==> src/rtl/jtframe_romserve.sv <==
// Round-robin ROM read server. It grants one client at a time, issues a single
// SDRAM read, joins two 16-bit beats into a 32-bit word and strobes slot_ok.
module jtframe_romserve #(
  parameter int SLOTS = 4,
  parameter int AW    = 22
) (
  input  logic              clk,
  input  logic              rst,
  input  logic              downloading,
  input  logic [SLOTS-1:0]  slot_req,
  input  logic [SLOTS*AW-1:0] slot_addr,
  output logic [SLOTS-1:0]  slot_ok,
  output logic [31:0]       slot_din,
  output logic              busy,
  output logic              sdram_req,
  output logic [AW-1:0]     sdram_addr,
  input  logic              sdram_ack,
  input  logic              sdram_rdy,
  input  logic [15:0]       sdram_data
);

  localparam int IW = $clog2(SLOTS);

  typedef enum logic [1:0] {IDLE, REQ, WAIT, DONE} state_t;

  state_t           state_q;
  logic [IW-1:0]    cur_q;
  logic [IW-1:0]    last_q;
  logic             beat_q;
  logic [15:0]      lo_q;
  logic [SLOTS-1:0] slot_ok_q;
  logic [31:0]      slot_din_q;
  logic             busy_q;
  logic             sdram_req_q;
  logic [AW-1:0]    sdram_addr_q;

  logic             gnt_found;
  logic [IW-1:0]    gnt_idx;
  logic [IW-1:0]    cand_idx;
  logic [AW-1:0]    gnt_addr;
  logic             take_lo;
  logic             take_hi;
  int unsigned      cand;

  // Search starts just after the last served slot so every client gets a turn.
  always_comb begin
    gnt_found = 1'b0;
    gnt_idx   = '0;
    cand      = 0;
    cand_idx  = '0;
    for (int i = 1; i <= SLOTS; i++) begin
      cand     = (int'(last_q) + i) % SLOTS;
      cand_idx = IW'(cand);
      if (!gnt_found && slot_req[cand_idx]) begin
        gnt_found = 1'b1;
        gnt_idx   = cand_idx;
      end
    end
  end

  always_comb begin
    gnt_addr = '0;
    for (int k = 0; k < SLOTS; k++) begin
      if (gnt_idx == IW'(k)) gnt_addr = slot_addr[k*AW +: AW];
    end
  end

  // A beat in the ack cycle is accepted as the first beat.
  always_comb begin
    take_lo = 1'b0;
    take_hi = 1'b0;
    if (sdram_rdy) begin
      if (state_q == REQ && sdram_ack) take_lo = 1'b1;
      if (state_q == WAIT) begin
        take_lo = !beat_q;
        take_hi = beat_q;
      end
    end
  end

  always_ff @(posedge clk) begin
    if (take_lo) lo_q <= sdram_data;
  end

  always_ff @(posedge clk or posedge rst) begin
    if (rst) begin
      state_q      <= IDLE;
      cur_q        <= '0;
      last_q       <= IW'(SLOTS - 1);
      beat_q       <= 1'b0;
      slot_ok_q    <= '0;
      slot_din_q   <= '0;
      busy_q       <= 1'b0;
      sdram_req_q  <= 1'b0;
      sdram_addr_q <= '0;
    end else begin
      slot_ok_q <= '0;
      case (state_q)
        IDLE: begin
          beat_q <= 1'b0;
          if (!downloading && gnt_found) begin
            cur_q        <= gnt_idx;
            sdram_addr_q <= gnt_addr;
            sdram_req_q  <= 1'b1;
            busy_q       <= 1'b1;
            state_q      <= REQ;
          end
        end
        REQ: begin
          if (sdram_ack) begin
            sdram_req_q <= 1'b0;
            beat_q      <= take_lo;
            state_q     <= WAIT;
          end
        end
        WAIT: begin
          if (take_lo) beat_q <= 1'b1;
          if (take_hi) begin
            slot_din_q <= {sdram_data, lo_q};
            slot_ok_q  <= SLOTS'(1) << cur_q;
            beat_q     <= 1'b0;
            state_q    <= DONE;
          end
        end
        DONE: begin
          // No grant here: the served client gets one edge to drop its request.
          last_q  <= cur_q;
          busy_q  <= 1'b0;
          state_q <= IDLE;
        end
        default: state_q <= IDLE;
      endcase
    end
  end

  assign slot_ok    = slot_ok_q;
  assign slot_din   = slot_din_q;
  assign busy       = busy_q;
  assign sdram_req  = sdram_req_q;
  assign sdram_addr = sdram_addr_q;

endmodule

==> config.mk <==
export PLATFORM = sky130hd
export DESIGN_NAME = jtframe_romserve
export DESIGN_NICKNAME = d
export VERILOG_FILES = /design/src/rtl/jtframe_romserve.sv
export SDC_FILE = /design/constraint.sdc
export NUM_CORES = 1
export LEC_CHECK = 0
export ABC_AREA = 1
export CORE_UTILIZATION = 44
export DETAILED_ROUTE_END_ITERATION = 7
export PLACE_DENSITY = 0.89
export SYNTH_ARGS = -nofsm -noshare
export SYNTH_HDL_FRONTEND = slang
export SYNTH_SLANG_ARGS = --single-unit
==> constraint.sdc <==
create_clock -name clk -period 2.9 [get_ports clk]
set_input_delay 0.435 -clock clk [delete_from_list [all_inputs] [get_ports clk]]
set_output_delay 0.435 -clock clk [all_outputs]
set_load 0.01 [all_outputs]
Yosys cells after proc, flatten, opt, wreduce, memory -nomap -nowiden
Index checks and enable logic that the tools add are counted.

Add/sub/neg operators: 4. $lt $le $gt $ge: 4. Equal/unequal tests: 10. Shift-type cells: 1. Muxes and demuxes: 39. Reductions and logical operators: 21.

Operators by type and width (number): 22-bit 2-to-1 mux (4); 1-bit 2-to-1 mux (18); 2-bit 2-to-1 mux (7); 2-bit by 3-bit less-than comparator with 1-bit output, second input constant (4); 3-bit AND reduction (3); 1-bit binary-select mux with 2-bit select (4); 2-bit equality test, second input constant (4); 4-bit 2-to-1 mux (2); 2-bit one-hot mux with 4 select lines (1); 2-bit inequality test, second input constant (3); 2-bit AND reduction (3); 1-bit logical AND (5); 1-bit zero test (5); 2-bit by 1-bit adder with 2-bit output, second input constant (2); 2-bit adder, second input constant (2); 2-bit by 1-bit equality test with 1-bit output, second input constant (2); 2-bit zero test (2); 1-bit one-hot mux with 2 select lines (2); 2-bit nonzero test (2); 1-bit by 2-bit left shift with 4-bit output, first input constant (1); 3-bit inequality test, second input constant (1); 1-bit one-hot mux with 3 select lines (1); 3-bit nonzero test (1).

Register bits: 83. Output and inout bits: 60. Word-level logic and storage cells: 89.

Longest topological paths before layout
Depth after elaboration: 18. Mapped depth: 17. Gate-level depth less buffers: 15.

Least setup slack after synthesis
OpenSTA, ideal clock, no wires.

Path kind: register -> register. From: register state_q[0]. To: register beat_q. Arrival time: 1893 ps. Data required time: 2817 ps. Setup slack: 924 ps. Cell stages (with the launch flop): 10. Buffers on the path: 0. Clock period less this slack: 1976 ps. Cells stage by stage: dfrtp_1 -> inv_1 -> ha_1 -> nand2_1 -> nand2_1 -> nor2_1 -> nand2_1 -> nand2_1 -> nand2_1 -> o21ai_0.

Word-level cells in the longest chain between the ends: 7. Elaborated cells on any way between the ends: 16. Those cells by class: eq/ne (4); mux (8); reduce/logical (4).

RTL lines: start: declaration (line 26) `state_t state_q;`; start signal: assignment (line 87) `state_q <= IDLE;`; start signal: assignment (line 106) `state_q <= REQ;`; start signal: assignment (line 113) `state_q <= WAIT;`; 2-bit by 1-bit equality test with 1-bit output (line 73) `if (state_q == REQ && sdram_ack) take_lo = 1'b1;`; 1-bit logical AND (line 73); 1-bit 2-to-1 mux (line 73); 1-bit 2-to-1 mux (*) (line 74) `if (state_q == WAIT) begin`; 1-bit 2-to-1 mux (*) (line 72) `if (sdram_rdy) begin`; via take_lo (line 41) `logic take_lo;`; 3-bit inequality test (no source line) or 1-bit 2-to-1 mux (tied branches); 3-bit AND reduction (no source line) or 1-bit one-hot mux with 3 select lines (tied branches); end signal: assignment (line 112) `beat_q <= take_lo;`; end: declaration (line 29) `logic beat_q;`.

Mark *: on every way through the listed nets, which the timed path passes. The rest lies on a longest branch. The select of a mux whose other input is x is not followed. A chain may end at the register's enable or synchronous reset.

Worst setup path in the final report
From: register last_q[0]. To: register sdram_addr_q[21] (netlist: sdram_addr[21]).

Word-level cells in the longest chain between the ends: 18. Elaborated cells on any way between the ends: 36. Those cells by class: add/sub (4); eq/ne (3); mux (20); reduce/logical (9).

RTL lines: start: declaration (line 28) `logic [IW-1:0] last_q;`; start signal: assignment (line 89) `last_q <= IW'(SLOTS - 1);`; start signal: assignment (line 127) `last_q <= cur_q;`; 2-bit by 1-bit adder with 2-bit output (line 52) `cand = (int'(last_q) + i) % SLOTS;`; 1-bit binary-select mux with 2-bit select (line 54) `if (!gnt_found && slot_req[cand_idx]) begin`; 1-bit 2-to-1 mux (not written as such) (line 54); 1-bit 2-to-1 mux (line 54); 1-bit zero test (line 54); 1-bit logical AND (line 54); 1-bit 2-to-1 mux (line 54); 1-bit zero test (line 54); 1-bit logical AND (line 54); 1-bit 2-to-1 mux (line 54); 1-bit zero test (line 54); 1-bit logical AND (line 54); 2-bit 2-to-1 mux (line 54); 2-bit zero test (line 64) `if (gnt_idx == IW'(k)) gnt_addr = slot_addr[k*AW +: AW];`; 22-bit 2-to-1 mux (4 in series) (line 64); end signal: assignment (line 103) `sdram_addr_q <= gnt_addr;`; end: declaration (line 35) `logic [AW-1:0] sdram_addr_q;`.

Several ways; a longest one is shown, not always the timed one. The select of a mux whose other input is x is not followed.

==> run summary <==
CTS sink cnt: 83
RD Place Congestion: 0.928
Initial antenna violation count: 0
DR iter-0 viols: 157
Netlist Area Pre-Place: 4250 sq um
Max clock buf depth: 2
Worst endpoint data arrival time: 2.65 ns
CP Data Required Time: 3.14 ns
IO Pins: 173
Layout cells sized above 1: 15.9%
Final period util: 83.4%
Post-Place Cells: 736
Commonest cells after routing, fill and taps aside: clkdlybuf4s50_1 (172), nand2_1 (125), dfrtp_1 (65)
WL met2: 5840 um
Pwr Density: 1020 nW/um^2
Unique cell type count in the Yosys netlist: 32
Nets: 735
Core area: 9280 sq um
Clock transition at path regs: 0.10 ns
Ant diodes: 0
Final Critical Period: 2.42 ns
DR vias/cell: 5.07
Fmax: 413 MHz
Fill cell count: 718
Total GRT Usage: 23.6%
First-pass GRT wire length: 18,600 um
Number of port buffers: 172
Crit path launch type: flip-flop
Setup Fix Bufs, Post-CTS: 0
Antenna Nets Post-Route: 0
Insertion delay to the later sink of the worst-skew pair: 0.35 ns
Setup_tns: 0 ns
Pre-antenna DRT Iters: 5
Top-area cell type share of the netlist area: 38.2%
Worst IR Drop VDD: 606 uV
CTS tree: built
Multi-input logic area: 1770 sq um
Crit Path Class: reg2reg
HP Class: in2async
DRC Markers: 0
RSZ-0062 raised after global routing: no
H-tree depth: 3
Mean post-synth cell area: 9.45 sq um
Post_cts resized: 0
DPL Wire Length: 8710 um
Max-slew headroom: 62.7%
Met3 Wirelength: 1260 um
Hold Buf Count CTS: 0
Lkg Pwr: 2.86 nW
Initial core utilization: 45.8%
Area leader, netlist: dfrtp_1
Vias in the first global route: 3,916
Sequential-to-total area share from yosys stat: 50.8%
Die area: 10,100 sq um
Most common cell after layout, fill and taps aside: clkdlybuf4s50_1
Max-cap violations: 0
Routed WL per cell: 15.5 um
Final wirelength: 11,700 um
DR vias: 3,815
Max Clock Skew: 0.0137 ns
Largest net degree at the start of global routing: 45
Largest fanout on the critical path: 27
#FFs+latches synth: 83
Final Hold Fails: 0
Mapped Cells: 450
Status: finished, final reports clean
Ys Warns: 0
Sequential Area: 2160 sq um
Layout area overhead: 46.9%
Row cnt: 35
Worst-Margin Slew: 0.559 ns
GR Overflow Total: 0
Die height: 100 um
Final cell count without fillers: 752
Power Total: 6.40 mW
Number of buffers created by CTS: 9
Die W: 100 um
Final setup fails: 0
Slew Viols, Final: 0
WL met1: 4300 um
Root Buffer: clkbuf_8
Worst setup EP type: flip-flop
Top post-synthesis cells by area: dfrtp_1 (38%), edfxtp_1 (11%), nand2_1 (11%)
Highest routed layer: met4
Mapped Nets: 567
-- registers in the layout (all words and copies together), names as in the netlist --
register,cells
busy,1
slot_ok,4
lo_q,16
last_q,2
slot_din,32
beat_q,1
sdram_addr,22
sdram_req,1
state_q,2
cur_q,2
-- critical path, stage by stage (launching register included) --
cell and delay (ns):
dfstp_2 0.65, inv_6 0.08, nand2_1 0.06, nand2_1 0.08, nand2_1 0.10, nand2_2 0.09, nor2_4 0.11, nand4_1 0.16
nand2_4 0.28, nand2_4 0.26, or2_1 0.28, nand3_1 0.07, nand2_1 0.05
-- kinds of logic after synthesis --
kind of cell | Yosys count | synth area share [%]
compound gates | 56 | 9.71
fa+ha+maj | 4 | 1.18
mux | 32 | 8.47
simple gates | 212 | 22.4
flops | 83 | 50.8
buf+inv | 63 | 7.53
-- path summary, 6_finish.rpt --
| kind | start | end | slack, ns | depth (start not counted) |
|---|---|---|---|---|
| max | last_q[0]$_DFFE_PP1P_ | sdram_addr[21]$_DFFE_PP0P_ | 0.48 | 12 |
| min | rst | sdram_addr[12]$_DFFE_PP0P_ | 0.44 | 2 |
| max reg2reg | last_q[0]$_DFFE_PP1P_ | sdram_addr[21]$_DFFE_PP0P_ | 0.48 | 12 |
| min reg2reg | sdram_addr[19]$_DFFE_PP0P_ | sdram_addr[19]$_DFFE_PP0P_ | 0.49 | 2 |
| max in group asynchronous | rst | last_q[0]$_DFFE_PP1P_ | 1.76 | 3 |
| min in group clk | sdram_addr[19]$_DFFE_PP0P_ | sdram_addr[19]$_DFFE_PP0P_ | 0.49 | 2 |
-- Yosys cell counts --
library cell / instances
nand2_1: 125
dfrtp_1: 65
nand3_1: 55
inv_1: 35
mux2_2: 32
o21bai_2: 20
o21ai_0: 19
edfxtp_1: 16
nand2_2: 9
o21ai_1: 9
buf_6: 8
buf_2: 7
nor2_1: 6
nor3_1: 6
a21oi_1: 5
clkbuf_1: 5
ha_1: 4
nand2_4: 4
inv_2: 3
nand4_1: 3
buf_4: 2
dfstp_2: 2
a21boi_1: 1
a2bb2oi_1: 1
a31oi_1: 1
clkinv_1: 1
inv_4: 1
inv_6: 1
nand3_2: 1
nor2_2: 1
nor2_4: 1
or2_1: 1
-- per-stage QoR --
stage	setup slack, ns	hold slack (ns)	utilization [%]	area [sq um]
4_1_cts	0.497	0.451	67.3	6250
2_1_floorplan	0.785	0.453	-	4250
3_3_place_gp	0.383	0.458	65.1	6040
5_1_grt	0.344	0.465	67.3	6250
3_5_place_dp	0.230	0.466	65.1	6040
6_report	0.481	0.442	67.3	6250
-- layout make-up --
class                      instances  share of cell area (%)
timing repair buffer             179                    28.6
inverter                          41                    2.58
sequential                        83                    34.6
clock buffer                       9                    1.98
multi-input combinational        304                    28.4
tap                              129                    2.58
clock inverter                     7                    1.30
-- routing by layer --
metal  vias up  track usage, %
li1       1814               -
met1      1791            26.2
met2       186            41.6
met3        24            8.50
met4         0            8.25
met5         -               0
-- where the power goes --
group	total, mW	internal [mW]	switching (mW)
Clock	0.836	0.345	0.491
Sequential	1.95	1.68	0.278
Combinational	3.61	1.61	2.00
(Power assumes the default switching activity.)
